<file path="config.mk">
export PLATFORM = sky130hd
export DESIGN_NAME = softmax_max_replay
export DESIGN_NICKNAME = d
export VERILOG_FILES = /design/src/rtl/softmax_max_replay.sv
export SDC_FILE = /design/constraint.sdc
export NUM_CORES = 1
export LEC_CHECK = 0
export CAP_MARGIN = 0
export CELL_PAD_IN_SITES_DETAIL_PLACEMENT = 1
export CELL_PAD_IN_SITES_GLOBAL_PLACEMENT = 1
export CORE_MARGIN = 1
export CORE_UTILIZATION = 35
export CTS_CLUSTER_DIAMETER = 60
export CTS_CLUSTER_SIZE = 14
export DETAILED_ROUTE_END_ITERATION = 12
export HOLD_SLACK_MARGIN = 0.03
export PLACE_DENSITY_LB_ADDON = 0.1
export SLEW_MARGIN = 20
export SYNTH_ARGS = -nofsm -noshare
export SYNTH_HDL_FRONTEND = slang
export SYNTH_SLANG_ARGS = --single-unit
export TNS_END_PERCENT = 100
</file>
<file path="constraint.sdc">
create_clock -name clk -period 7.5 [get_ports clk]
set_input_delay 1.875 -clock clk [delete_from_list [all_inputs] [get_ports clk]]
set_output_delay 1.875 -clock clk [all_outputs]
set_load 0.01 [all_outputs]
</file>
<file path="src/rtl/softmax_max_replay.sv">
// softmax_max_replay: buffers one frame of N single-precision logits while
// tracking the running maximum, then replays every logit paired with the
// frame maximum over a valid/ready handshake.
module softmax_max_replay #(
  parameter int N = 10
) (
  input  logic        clk,
  input  logic        rst,
  input  logic        valid_in,
  input  logic [31:0] data_in,
  output logic        ready_in,
  output logic        valid_out,
  output logic [31:0] data_out,
  output logic [31:0] max_out,
  output logic        last_out,
  input  logic        ready_out,
  output logic        busy
);

  localparam int IW = (N > 1) ? $clog2(N) : 1;
  localparam logic [IW-1:0] LAST_IDX = IW'(N - 1);
  localparam logic [31:0]   NEG_INF  = 32'hFF80_0000;

  typedef enum logic {LOAD, REPLAY} state_t;

  state_t        state;
  logic [31:0]   frame_buf [N];
  logic [IW-1:0] wcnt;
  logic [IW-1:0] ridx;
  logic [31:0]   max_reg;

  logic accept;
  logic xfer;

  // Raw-bit IEEE-754 "a > b"; +0 beats -0, equal patterns are not greater,
  // NaN and denormals get no special treatment.
  function automatic logic fp_gt(input logic [31:0] a, input logic [31:0] b);
    if (a[31] != b[31])
      return b[31];
    else if (!a[31])
      return a[30:0] > b[30:0];
    else
      return a[30:0] < b[30:0];
  endfunction

  assign accept = (state == LOAD) && valid_in;
  assign xfer   = (state == REPLAY) && ready_out;

  // Outputs decode only registered state, so no input reaches them combinationally.
  assign ready_in  = (state == LOAD);
  assign valid_out = (state == REPLAY);
  assign data_out  = (state == REPLAY) ? frame_buf[ridx] : 32'h0;
  assign max_out   = (state == REPLAY) ? max_reg : 32'h0;
  assign last_out  = (state == REPLAY) && (ridx == LAST_IDX);
  assign busy      = (wcnt != '0) || (state == REPLAY);

  // Logit storage: data only, never reset; stale contents are never replayed.
  always_ff @(posedge clk) begin
    if (accept)
      frame_buf[wcnt] <= data_in;
  end

  // Control FSM: load indices, running maximum and replay sequencing.
  always_ff @(posedge clk or posedge rst) begin
    if (rst) begin
      state   <= LOAD;
      wcnt    <= '0;
      ridx    <= '0;
      max_reg <= NEG_INF;
    end else begin
      case (state)
        LOAD: begin
          if (valid_in) begin
            // First element always loads, so the -inf seed is never compared.
            if (wcnt == '0 || fp_gt(data_in, max_reg))
              max_reg <= data_in;
            if (wcnt == LAST_IDX) begin
              wcnt  <= '0;
              ridx  <= '0;
              state <= REPLAY;
            end else begin
              wcnt <= wcnt + IW'(1);
            end
          end
        end
        REPLAY: begin
          if (xfer) begin
            if (ridx == LAST_IDX) begin
              ridx  <= '0;
              state <= LOAD;
            end else begin
              ridx <= ridx + IW'(1);
            end
          end
        end
        default: state <= LOAD;
      endcase
    end
  end

endmodule

</file>
Word level (Yosys, flattened, before mapping) --
Memories as Yosys holds them, arrays and structs flattened. Index checks and enable logic that the tools add are counted.
Storage, ports and cells: register bits 41, RAM bits 320, bits of input ports 36, output and inout port bits 68, memories kept 1
Memory list:
- frame_buf | depth 10, width 32, read ports 1, clocked after memory_dff 0, write ports 1, RTL line 27 | logic [31:0] frame_buf [N];
Operators by class: $add $sub $neg 2, magnitude comparators 2, equal/unequal tests 6, mux-type cells 19, bitwise logic cells 1, reduce and logical (&&, ||, !) cells 10
Operators with widths (count):
- $mux W32 | 2
- $gt A31 B31 Y1 | 1
- $lt A31 B31 Y1 | 1
- $mux W4 | 5
- $mux W1 | 10
- $add A4 B1 Y4 const B | 2
- $eq A4 B4 Y1 const B | 2
- $pmux W4 S2 | 1
- $reduce_and A3 Y1 | 2
- $logic_not A4 Y1 | 1
- $ne A2 B1 Y1 const B | 2
- $reduce_bool A4 Y1 | 1
- $logic_and A1 B1 Y1 | 3
- $logic_or A1 B1 Y1 | 2
- $ne A2 B2 Y1 const B | 1
- $pmux W1 S2 | 1
- $reduce_and A2 Y1 | 1
- $ne A1 B1 Y1 | 1
- $not A1 Y1 | 1

Longest topological paths before layout --
depth in word-level cells 7, depth in mapped cells 10

Worst setup path after synthesis --
Ideal clock, no wire load.
path type input-to-reg, from input port valid_in, to memory frame_buf[8][0] (enable), setup time 0.501 ns, arrival 5.052 ns, required time 6.999 ns, slack 1.947 ns, stages on the path 2, cell sequence nand2_4 -> nor4_1
On the way: longest elaborated chain between the ends 3
RTL lines:
- from (decl) | RTL line 9 | input logic valid_in,
- $logic_and A1 B1 Y1 | RTL line 46 | assign accept = (state == LOAD) && valid_in;
- $mux W1 | RTL line 59 | if (accept)
- $mux W1 (implied by the code) | RTL line 60 | frame_buf[wcnt] <= data_in;
- to (decl) | RTL line 27
Every way passes these cells.

Final worst setup path --
from register ridx[0], to output port data_out[19]
On the way: longest elaborated chain between the ends 2
RTL lines:
- from (decl) | RTL line 29 | logic [IW-1:0] ridx;
- from (signal assigned) | RTL line 92 | ridx <= ridx + IW'(1);
- $mem_v2 Z10 W32
- $mux W32 | RTL line 52 | assign data_out = (state == REPLAY) ? frame_buf[ridx] : 32'h0;
- to (decl) | RTL line 13 | output logic [31:0] data_out,
Every way passes these cells.

==> impl_metrics.ini <==
[synthesis]
synth_top_area_share_pct = 63.8
synth_cell_types = 44
syn_nets = 907
synth_area_leaders = edfxtp_1 64%, mux4_2 9.6%, dfrtp_1 5.3%, a211oi_1 3.3%, mux2_4 3.0%
ys.flop_type = edfxtp_1
synth.cell_area_um2 = 15100
synthArstFlopShare_pct = 11.4
ys_warn_count = 0
syn_avg_cell_area_um2 = 18.0
yosysSeqAreaShare_pct = 70.7
synth_edf_count = 320
synth_top_area_cell = edfxtp_1
ys_seq_elements = 361
postSynthCellCount = 838

[power]
pwr-share-clk_pct = 27.1
p_leak_nw = 6.12
total_power_mw = 6.70
peakVddDrop_mv = 0.160
comb_power_share_pct = 34.0
swShare_pct = 31.3
cellPowerDensity_nw_per_um2 = 373
net-switching-power_mw = 2.09
seqPwrFrac_pct = 39.0
p_int_mw = 4.61

[layout]
most-common-layout-cells = 320 x edfxtp_1, 103 x clkdlybuf4s50_1, 66 x a211oi_1
largest_reg_flops = 320
syn2layout_area_growth_pct = 19.2
nets = 1024
final_common_cell = edfxtp_1
drive_above_1_share_pct = 20.3
num_antenna_cells = 0

[min_path]
hold_start = max_reg[5]
worstHoldPathType = register to register
hold_path_depth = 1
min_to = max_reg[5]

[sta]
period_share_pct = 71.6
fin_crit_ps = 5370
hold_viol = 0
setup_viol = 0
clock_skew_ps = 14.1
finalMaxSlewViolations = 0
clock.fmax_mhz = 186
slew_headroom_pct = 40.3
tns_ps = 0
worst-slew-pin-transition_ps = 888
rsz0062_at_grt = false

[routing]
routed-via-count = 7883
wirelength_um = 36500
postRouteAntennaNets = 0
wl_met1_um = 16900
avgViaCountPerCell = 5.19
route.met3.wl_um = 1300
drt-initial-drc-count = 412
drcViolationCount = 0
dr.pass1.iters = 4
top_layer_used = met4
wl_per_cell_um = 24.1
wl_met2_um = 17700

[clock_tree]
post_cts_buffers = 0
cts_buffer_depth = 3
htree_levels = 2
tritoncts = done
root_buffer = clkbuf_16
clk_latency_ps = 530
ctsResizeCount = 0
cts_buffers = 37
path_clk_slew_ps = 60
clkSinkCount = 361
ctsHoldBuffers = 0

[setup_path]
cp-end-kind = primary output
reg2reg_from = max_reg[14]
critPathKind = register to primary output
reg2reg_depth = 10
worstReg2RegEnd = max_reg[4]
rrSetupSlack_ps = 3980
arrival_ps = 3500
start_kind = register
cp_max_fo = 30
crit_required_ps = 5620

[floorplan]
dieArea_um2 = 43900
die_w_um = 209
coreArea_um2 = 42200
initial_utilization_pct = 35.7
rows = 75
top_level_ports = 104
die_h_um = 209

[place]
dp_hpwl_um = 20500
place_congestion = 0.691
port_buffers = 103

[grt]
grt_remaining_overflow = 0
grt_pass1_wl_um = 55800
grtUsageTotal_pct = 17.3
antenna_found_initial = 0
grt_pass1_vias = 8668
grt_max_degree = 44

[run_status]
status = complete, no violations

[run]
maxCapViolCount = 0
[final cells by class]
type                    instances  area (µm²)
fillers                      4043       24300
repair buffers                123        1210
clock inverters                15         194
multi-input cells             396        4120
inverters                      36         135
well taps                     539         674
flip-flops and latches        361       10700
clock buffers                  48         967
[worst max path at each step]
stage	endpoint	slack [ps]	depth (start not counted)	startpoint
detailed placement	max_reg[4]	1790	9	data_in[14]
finish	data_out[19]	2130	6	ridx[0]
global route	data_out[19]	1890	6	ridx[0]
CTS	data_out[19]	2040	6	ridx[0]
floorplan	frame_buf[8][0]	1950	2	valid_in
global placement	max_reg[4]	1850	9	data_in[14]
[power groups by stage]
stage	Clock [mW]	Combinational (mW)	Sequential, mW
4_1_cts	1.88	2.34	2.62
5_1_grt	1.94	2.50	2.64
6_report	1.82	2.27	2.61
2_1_floorplan	0	1.52	2.49
3_3_place_gp	0	2.32	2.66
3_5_place_dp	0	2.33	2.66
[kinds of logic (layout without fill, tap and decap cells)]
| family | count (synthesis) | count (layout) | synth area share [%] |
|---|---|---|---|
| mux | 129 | 129 | 14.9 |
| compound gates | 102 | 102 | 4.69 |
| buf+inv | 81 | 222 | 2.33 |
| fa+ha+maj | 33 | 33 | 2.74 |
| simple gates | 130 | 130 | 4.51 |
| flops | 361 | 361 | 70.7 |
| xor+xnor | 2 | 2 | 0.116 |
[through the flow]
step	instances	instance area [µm²]	worst slack, ps	utilization [%]	hold slack [ps]
6_report	1518	18000	2130	42.5	512
5_1_grt	1518	18000	1890	42.5	516
4_1_cts	1518	18000	2040	42.5	511
3_3_place_gp	1455	16800	1850	39.8	495
2_1_floorplan	838	15100	1950	-	449
3_5_place_dp	1455	16800	1790	39.8	496
[per-layer routing]
layer  global-route usage, %  vias to the layer above
met1                    24.1                     4160
met2                    28.3                      131
met5                       0                        -
li1                        -                     3544
met4                    4.49                        0
met3                    2.81                       48
[cell usage after synthesis (2+ instances only)]
cell type  number
mux2i_1        33
mux2_2          2
nand2_1        18
mux2_4         30
dfstp_2         9
buf_8           3
nor2b_1        34
o21ai_0        15
nor4_1          3
nand3_1         3
a21o_1          2
ha_1           33
buf_2           8
o31ai_1         2
buf_1           8
inv_1          35
a21oi_1        12
nor3_1          7
edfxtp_1      320
nand4_1         7
dfrtp_1        32
nand2b_1        4
nor2_1         43
mux4_2         64
nand4b_1        2
a211oi_1       66
and2_1          2
clkbuf_1       25
[critical path, stage by stage (launching register included)]
cell and delay [ps]:
dfrtp_4 610, buf_4 580, mux4_2 580, nor2b_1 150
a211oi_1 310, a211oi_1 160, clkdlybuf4s50_1 560
(Power assumes the default switching activity.)
